[config.mk]
export PLATFORM = sky130hd
export DESIGN_NAME = som_seq_ctrl
export DESIGN_NICKNAME = d
export VERILOG_FILES = /design/src/rtl/som_pkg.sv /design/src/rtl/som_term_cnt.sv /design/src/rtl/som_seq_ctrl.sv
export SDC_FILE = /design/constraint.sdc
export NUM_CORES = 1
export LEC_CHECK = 0
export BUFFER_PORTS_ARGS = -buffer_cell sky130_fd_sc_hd__buf_2
export CORE_AREA = 2 2 73 75
export DETAILED_ROUTE_END_ITERATION = 7
export DIE_AREA = 0 0 75 77
export HOLD_SLACK_MARGIN = 0.02
export MAX_ROUTING_LAYER = met4
export PLACE_DENSITY = 0.67
export SYNTH_ARGS = -nofsm -noshare
export SYNTH_HDL_FRONTEND = slang
export SYNTH_HIERARCHICAL = 1
export SYNTH_SLANG_ARGS = --single-unit
export TNS_END_PERCENT = 20
[constraint.sdc]
create_clock -name clk -period 2.7 [get_ports clk]
set_clock_uncertainty 0.05 [all_clocks]
set_input_delay 0.135 -clock clk [delete_from_list [all_inputs] [get_ports clk]]
set_output_delay 0.135 -clock clk [all_outputs]
set_load 0.01 [all_outputs]
[src/rtl/som_pkg.sv]
// Shared types and default constants for the SOM sequencing controller.
package som_pkg;

  localparam int unsigned DefAddrW   = 18;
  localparam int unsigned DefNPix    = 4096;
  localparam int unsigned DefNNeur   = 64;
  localparam int unsigned DefEpochs  = 1;
  localparam int unsigned DefDistLat = 3;

  typedef enum logic [3:0] {
    StIdle,
    StTRd,
    StTDist,
    StTUpd,
    StWWr,
    StCRd,
    StCDist,
    StCWr,
    StDone
  } som_state_e;

  // Counter width that holds values 0..n-1, never narrower than one bit.
  function automatic int unsigned cnt_w(input int unsigned n);
    return (n <= 1) ? 1 : $clog2(n);
  endfunction

endpackage

[src/rtl/som_term_cnt.sv]
// Saturating up-counter with synchronous clear, enable and terminal-count flag.
module som_term_cnt #(
  parameter int unsigned Width    = 4,
  parameter int unsigned Terminal = 15
) (
  input  logic             clk,
  input  logic             rst,
  input  logic             clr_i,
  input  logic             en_i,
  output logic [Width-1:0] cnt_o,
  output logic             term_o
);

  localparam logic [Width-1:0] TermVal = Width'(Terminal);

  logic [Width-1:0] cnt_q, cnt_d;

  assign term_o = (cnt_q == TermVal);
  assign cnt_o  = cnt_q;

  // Clear wins over enable; the count holds at its terminal value.
  always_comb begin
    cnt_d = cnt_q;
    if (clr_i) begin
      cnt_d = '0;
    end else if (en_i && !term_o) begin
      cnt_d = cnt_q + 1'b1;
    end
  end

  always_ff @(posedge clk or posedge rst) begin
    if (rst) begin
      cnt_q <= '0;
    end else begin
      cnt_q <= cnt_d;
    end
  end

endmodule

[src/rtl/som_seq_ctrl.sv]
// SOM engine sequencer: multi-epoch training, weight write-back, then a
// classification pass writing one winner per pixel.
module som_seq_ctrl
  import som_pkg::*;
#(
  parameter int unsigned ADDR_W   = DefAddrW,
  parameter int unsigned N_PIX    = DefNPix,
  parameter int unsigned N_NEUR   = DefNNeur,
  parameter int unsigned EPOCHS   = DefEpochs,
  parameter int unsigned DIST_LAT = DefDistLat
) (
  input  logic                         clk,
  input  logic                         rst,
  input  logic                         start,
  input  logic                         classify_only,
  output logic                         d_update,
  output logic                         w_update,
  output logic                         ram_if_oe,
  output logic [ADDR_W-1:0]            ram_if_a,
  output logic                         ram_w_we,
  output logic [ADDR_W-1:0]            ram_w_a,
  output logic                         ram_result_we,
  output logic [ADDR_W-1:0]            ram_result_a,
  output logic                         busy,
  output logic                         done,
  output logic [$clog2(EPOCHS+1)-1:0]  epoch
);

  localparam int unsigned PixW  = cnt_w(N_PIX);
  localparam int unsigned NeurW = cnt_w(N_NEUR);
  localparam int unsigned LatW  = cnt_w(DIST_LAT + 1);
  localparam int unsigned EpW   = $clog2(EPOCHS + 1);

  som_state_e state_q, state_d;

  logic [PixW-1:0]  pix;
  logic [NeurW-1:0] nidx;
  logic [LatW-1:0]  lat;
  logic             pix_term, nidx_term, lat_term, ep_term;
  logic             pix_clr, pix_en, nidx_clr, nidx_en;
  logic             lat_clr, lat_en, ep_clr, ep_en;

  som_term_cnt #(.Width(PixW), .Terminal(N_PIX - 1)) u_pix_cnt (
    .clk    (clk),
    .rst    (rst),
    .clr_i  (pix_clr),
    .en_i   (pix_en),
    .cnt_o  (pix),
    .term_o (pix_term)
  );

  som_term_cnt #(.Width(NeurW), .Terminal(N_NEUR - 1)) u_nidx_cnt (
    .clk    (clk),
    .rst    (rst),
    .clr_i  (nidx_clr),
    .en_i   (nidx_en),
    .cnt_o  (nidx),
    .term_o (nidx_term)
  );

  som_term_cnt #(.Width(LatW), .Terminal(DIST_LAT - 1)) u_lat_cnt (
    .clk    (clk),
    .rst    (rst),
    .clr_i  (lat_clr),
    .en_i   (lat_en),
    .cnt_o  (lat),
    .term_o (lat_term)
  );

  som_term_cnt #(.Width(EpW), .Terminal(EPOCHS - 1)) u_ep_cnt (
    .clk    (clk),
    .rst    (rst),
    .clr_i  (ep_clr),
    .en_i   (ep_en),
    .cnt_o  (epoch),
    .term_o (ep_term)
  );

  always_ff @(posedge clk or posedge rst) begin
    if (rst) begin
      state_q <= StIdle;
    end else begin
      state_q <= state_d;
    end
  end

  always_comb begin
    state_d  = state_q;
    pix_clr  = 1'b0;
    pix_en   = 1'b0;
    nidx_clr = 1'b0;
    nidx_en  = 1'b0;
    lat_clr  = 1'b0;
    lat_en   = 1'b0;
    ep_clr   = 1'b0;
    ep_en    = 1'b0;
    unique case (state_q)
      StIdle, StDone: begin
        if (start) begin
          pix_clr = 1'b1;
          if (classify_only) begin
            state_d = StCRd;
          end else begin
            ep_clr  = 1'b1;
            state_d = StTRd;
          end
        end
      end
      StTRd: begin
        lat_clr = 1'b1;
        state_d = StTDist;
      end
      StTDist: begin
        if (lat_term) state_d = StTUpd;
        else          lat_en  = 1'b1;
      end
      StTUpd: begin
        if (!pix_term) begin
          pix_en  = 1'b1;
          state_d = StTRd;
        end else if (!ep_term) begin
          ep_en   = 1'b1;
          pix_clr = 1'b1;
          state_d = StTRd;
        end else begin
          nidx_clr = 1'b1;
          state_d  = StWWr;
        end
      end
      StWWr: begin
        if (nidx_term) begin
          pix_clr = 1'b1;
          state_d = StCRd;
        end else begin
          nidx_en = 1'b1;
        end
      end
      StCRd: begin
        lat_clr = 1'b1;
        state_d = StCDist;
      end
      StCDist: begin
        if (lat_term) state_d = StCWr;
        else          lat_en  = 1'b1;
      end
      StCWr: begin
        if (pix_term) begin
          state_d = StDone;
        end else begin
          pix_en  = 1'b1;
          state_d = StCRd;
        end
      end
      default: state_d = StIdle;
    endcase
  end

  // Moore output decode; addresses track their counters, so they hold in IDLE/DONE.
  always_comb begin
    d_update      = (state_q == StTDist) || (state_q == StCDist);
    w_update      = (state_q == StTUpd);
    ram_if_oe     = (state_q == StTRd) || (state_q == StTDist) ||
                    (state_q == StCRd) || (state_q == StCDist);
    ram_w_we      = (state_q == StWWr);
    ram_result_we = (state_q == StCWr);
    busy          = (state_q != StIdle) && (state_q != StDone);
    done          = (state_q == StDone);
    ram_if_a                 = '0;
    ram_if_a[PixW-1:0]       = pix;
    ram_result_a             = '0;
    ram_result_a[PixW-1:0]   = pix;
    ram_w_a                  = '0;
    ram_w_a[NeurW-1:0]       = nidx;
  end

endmodule

==> out/results.txt <==
Main synth FF type = dfrtp_1
critical path, cell by cell = ha_1, nand2_1, nor3_1, buf_4, nor2_1, nand4_1, nor3_1, a21oi_1, a311oi_1
critical path data required time = 2830 ps
CP Data Arrival Time = 2570 ps
Max Slew Vio Count = 0
largest delay contributor family on the critical path = simple AND/OR/NAND/NOR gates
status = completed
CP max stage cell = dfrtp_1
dpl cells = 308
vias per inst = 4.90
endpoints failing setup = 0
Root Driver = clkbuf_8
Pleak = 1.05 nW
Final Util = 0.420
Gate Count Post-Synth = 209
num ports = 66
Die Y = 77 µm
Slew HR = 0.623
Total GRT Usage = 0.143
Post-Syn Area = 0.00193 mm²
DRC violations left = 0
worst setup path class = reg -> reg
routed vias = 1534
CTS max path bufs = 2
#FFs+latches synth = 25
CTS tree = done
crit path max fanout = 6
number of global-route vias before repair = 1362
# fillers = 528
first-pass GRT wire length = 6.32 mm
max_cap viols = 0
Synth cell types = 55
worst-case hold slack = 60.9 ps
Post-DP Area = 0.00204 mm²
startpoint types = register
Crit path largest cell delay = 450 ps
Worst Hold Class = in -> reg
RSZ-0062 raised after global routing = false
power per standard cell area = 817 mW/mm²
final worst slack = 262 ps
sequential area share after synthesis = 0.324
area of the multi-input gates = 0.00101 mm²
GPL Wtd Cong = 0.866
crit-path most repeated cell = nor3_1
Slew @ Worst Pin = 562 ps
wire length per cell = 12.5 µm
fin nets = 251
layout cell share with drive strength beyond 1 = 0.309
Layout area overhead = 8.36%
CTS buffer count = 3
Max Fclk = 0.410 GHz
Setup Total Neg Slack = 0 ps
CTS Sinks = 25
final hold viol count = 0
Ys Warns = 6
Core Box Area = 0.00498 mm²
die area = 0.00578 mm²
fin crit share = 0.903
Reg clk slew, reported paths = 80 ps
FF/Latch Area = 626 µm²
DRT Pass-1 Iters = 4
initial core utilization = 0.388
Crit. End Element = register
fin area = 0.00209 mm²
Place WS = 191 ps
grt ovf = 0
ant diodes = 0
Post-synth ARST share = 1.00
chip width = 75 µm
placed wire-length estimate = 2.99 mm
initial antenna violation count = 0
H-tree depth = 1
std cell rows = 26
minimum clock period = 2440 ps
clk_lat worst skew = 270 ps
Port Buf Inserts = 41
Post-CTS Setup Inserts = 0
crit path buf inv count = 1
Antenna Nets Post-Route = 0
peak supply drop = 0.480 mV
final total power = 1.71 mW
Starting DRT DRC Count = 75
final wirelength = 3.93 mm
Finished Layout Cells = 313
EDFF count, synth = 0
largest net degree at the start of global routing = 14
Syn Area/Cell = 9.24 µm²
-- worst register-to-register path, delay by kind of cell (launching register included) --
family,cells,cell delay (ps)
simple gates,5,1030
flops,1,450
compound gates,2,370
fa+ha+maj,1,290
buf+inv,1,150
-- sequential cells by signal (all words and copies together), names as in the netlist --
register          count
u_pix_cnt/cnt_o      12
u_nidx_cnt/cnt_o      6
state_q               4
u_lat_cnt/cnt_o       2
u_ep_cnt/cnt_o        1
-- routing by layer --
metal,share of wire,GRT usage,up-vias,wire length [µm]
met5,0,-,-,0
met4,0.0069,0.0375,0,27
met3,0.050,0.0315,2,197
met2,0.48,0.218,54,1890
met1,0.46,0.190,720,1810
li1,-,-,758,-
-- kinds of logic (layout without fill, tap and decap cells) --
logic type	count (synthesis)	after routing	synth area share
DFF	25	25	0.324
adders and majority gates	3	3	0.0194
AOI/OAI and AO/OA	36	36	0.149
and+or+nand+nor	80	80	0.268
buffers and inverters	57	68	0.198
xor gates and xnor gates	3	3	0.0136
other	1	24	0.00194
muxes	4	4	0.0259
-- report_power, final --
part | internal, mW | total (mW) | switching [mW]
sequential | 0.479 | 0.665 | 0.186
clock | 0.106 | 0.223 | 0.117
combinational | 0.375 | 0.822 | 0.448
total | 0.959 | 1.71 | 0.751
-- final timing paths --
path	start	end	slack, ps	cells past startpoint
max	u_pix_cnt/cnt_o[0]	u_pix_cnt/cnt_o[11]	260	9
min	start	state_q[3]	60	2
max reg2reg	u_pix_cnt/cnt_o[0]	u_pix_cnt/cnt_o[11]	260	9
min reg2reg	u_ep_cnt/cnt_o	u_ep_cnt/cnt_o	510	1
max in group asynchronous	rst	u_pix_cnt/cnt_o[7]	1850	3
min in group asynchronous	rst	u_ep_cnt/cnt_o	240	3
-- final cells by class --
type	instances	share of cell area
clock buffer	4	0.0215
tap	70	0.0419
sequential	25	0.299
multi-input combinational	150	0.483
timing repair buffer	49	0.128
inverter	15	0.0269
-- Yosys cell counts, types with 4 or more instances --
cell      number  area (µm²)
nor2_1        15        56.3
buf_4         37         278
nand2_1        8        30.0
buf_6          4        45.0
nor2b_1        5        31.3
a21oi_1        7        35.0
dfrtp_1       25         626
nand2b_1       5        31.3
nor3_1        11        55.1
inv_1         14        52.6
nand3_1        4        20.0
o21ai_0        5        25.0
nand4_1        4        25.0
-- cell usage in the layout, fill, tap and decap left out, types with 4 or more instances in the layout --
cell type | Yosys | final
a21oi_1 | 7 | 7
nand2_1 | 8 | 8
nor2b_1 | 5 | 5
nor3_1 | 11 | 11
buf_2 | 0 | 41
buf_4 | 37 | 7
dfrtp_1 | 25 | 25
inv_1 | 14 | 14
o21ai_0 | 5 | 5
nand4_1 | 4 | 4
conb_1 | 1 | 24
nand2b_1 | 5 | 5
nor2_1 | 15 | 15
nand3_1 | 4 | 4
-- timing repair --
item	4_1_cts	5_1_grt
gates resized for setup	0	1
setup endpoints to repair	0	3
hold buffers	1	0
endpoints found under the hold margin	25	0
Note: power is estimated with default switching activity, not from simulation.
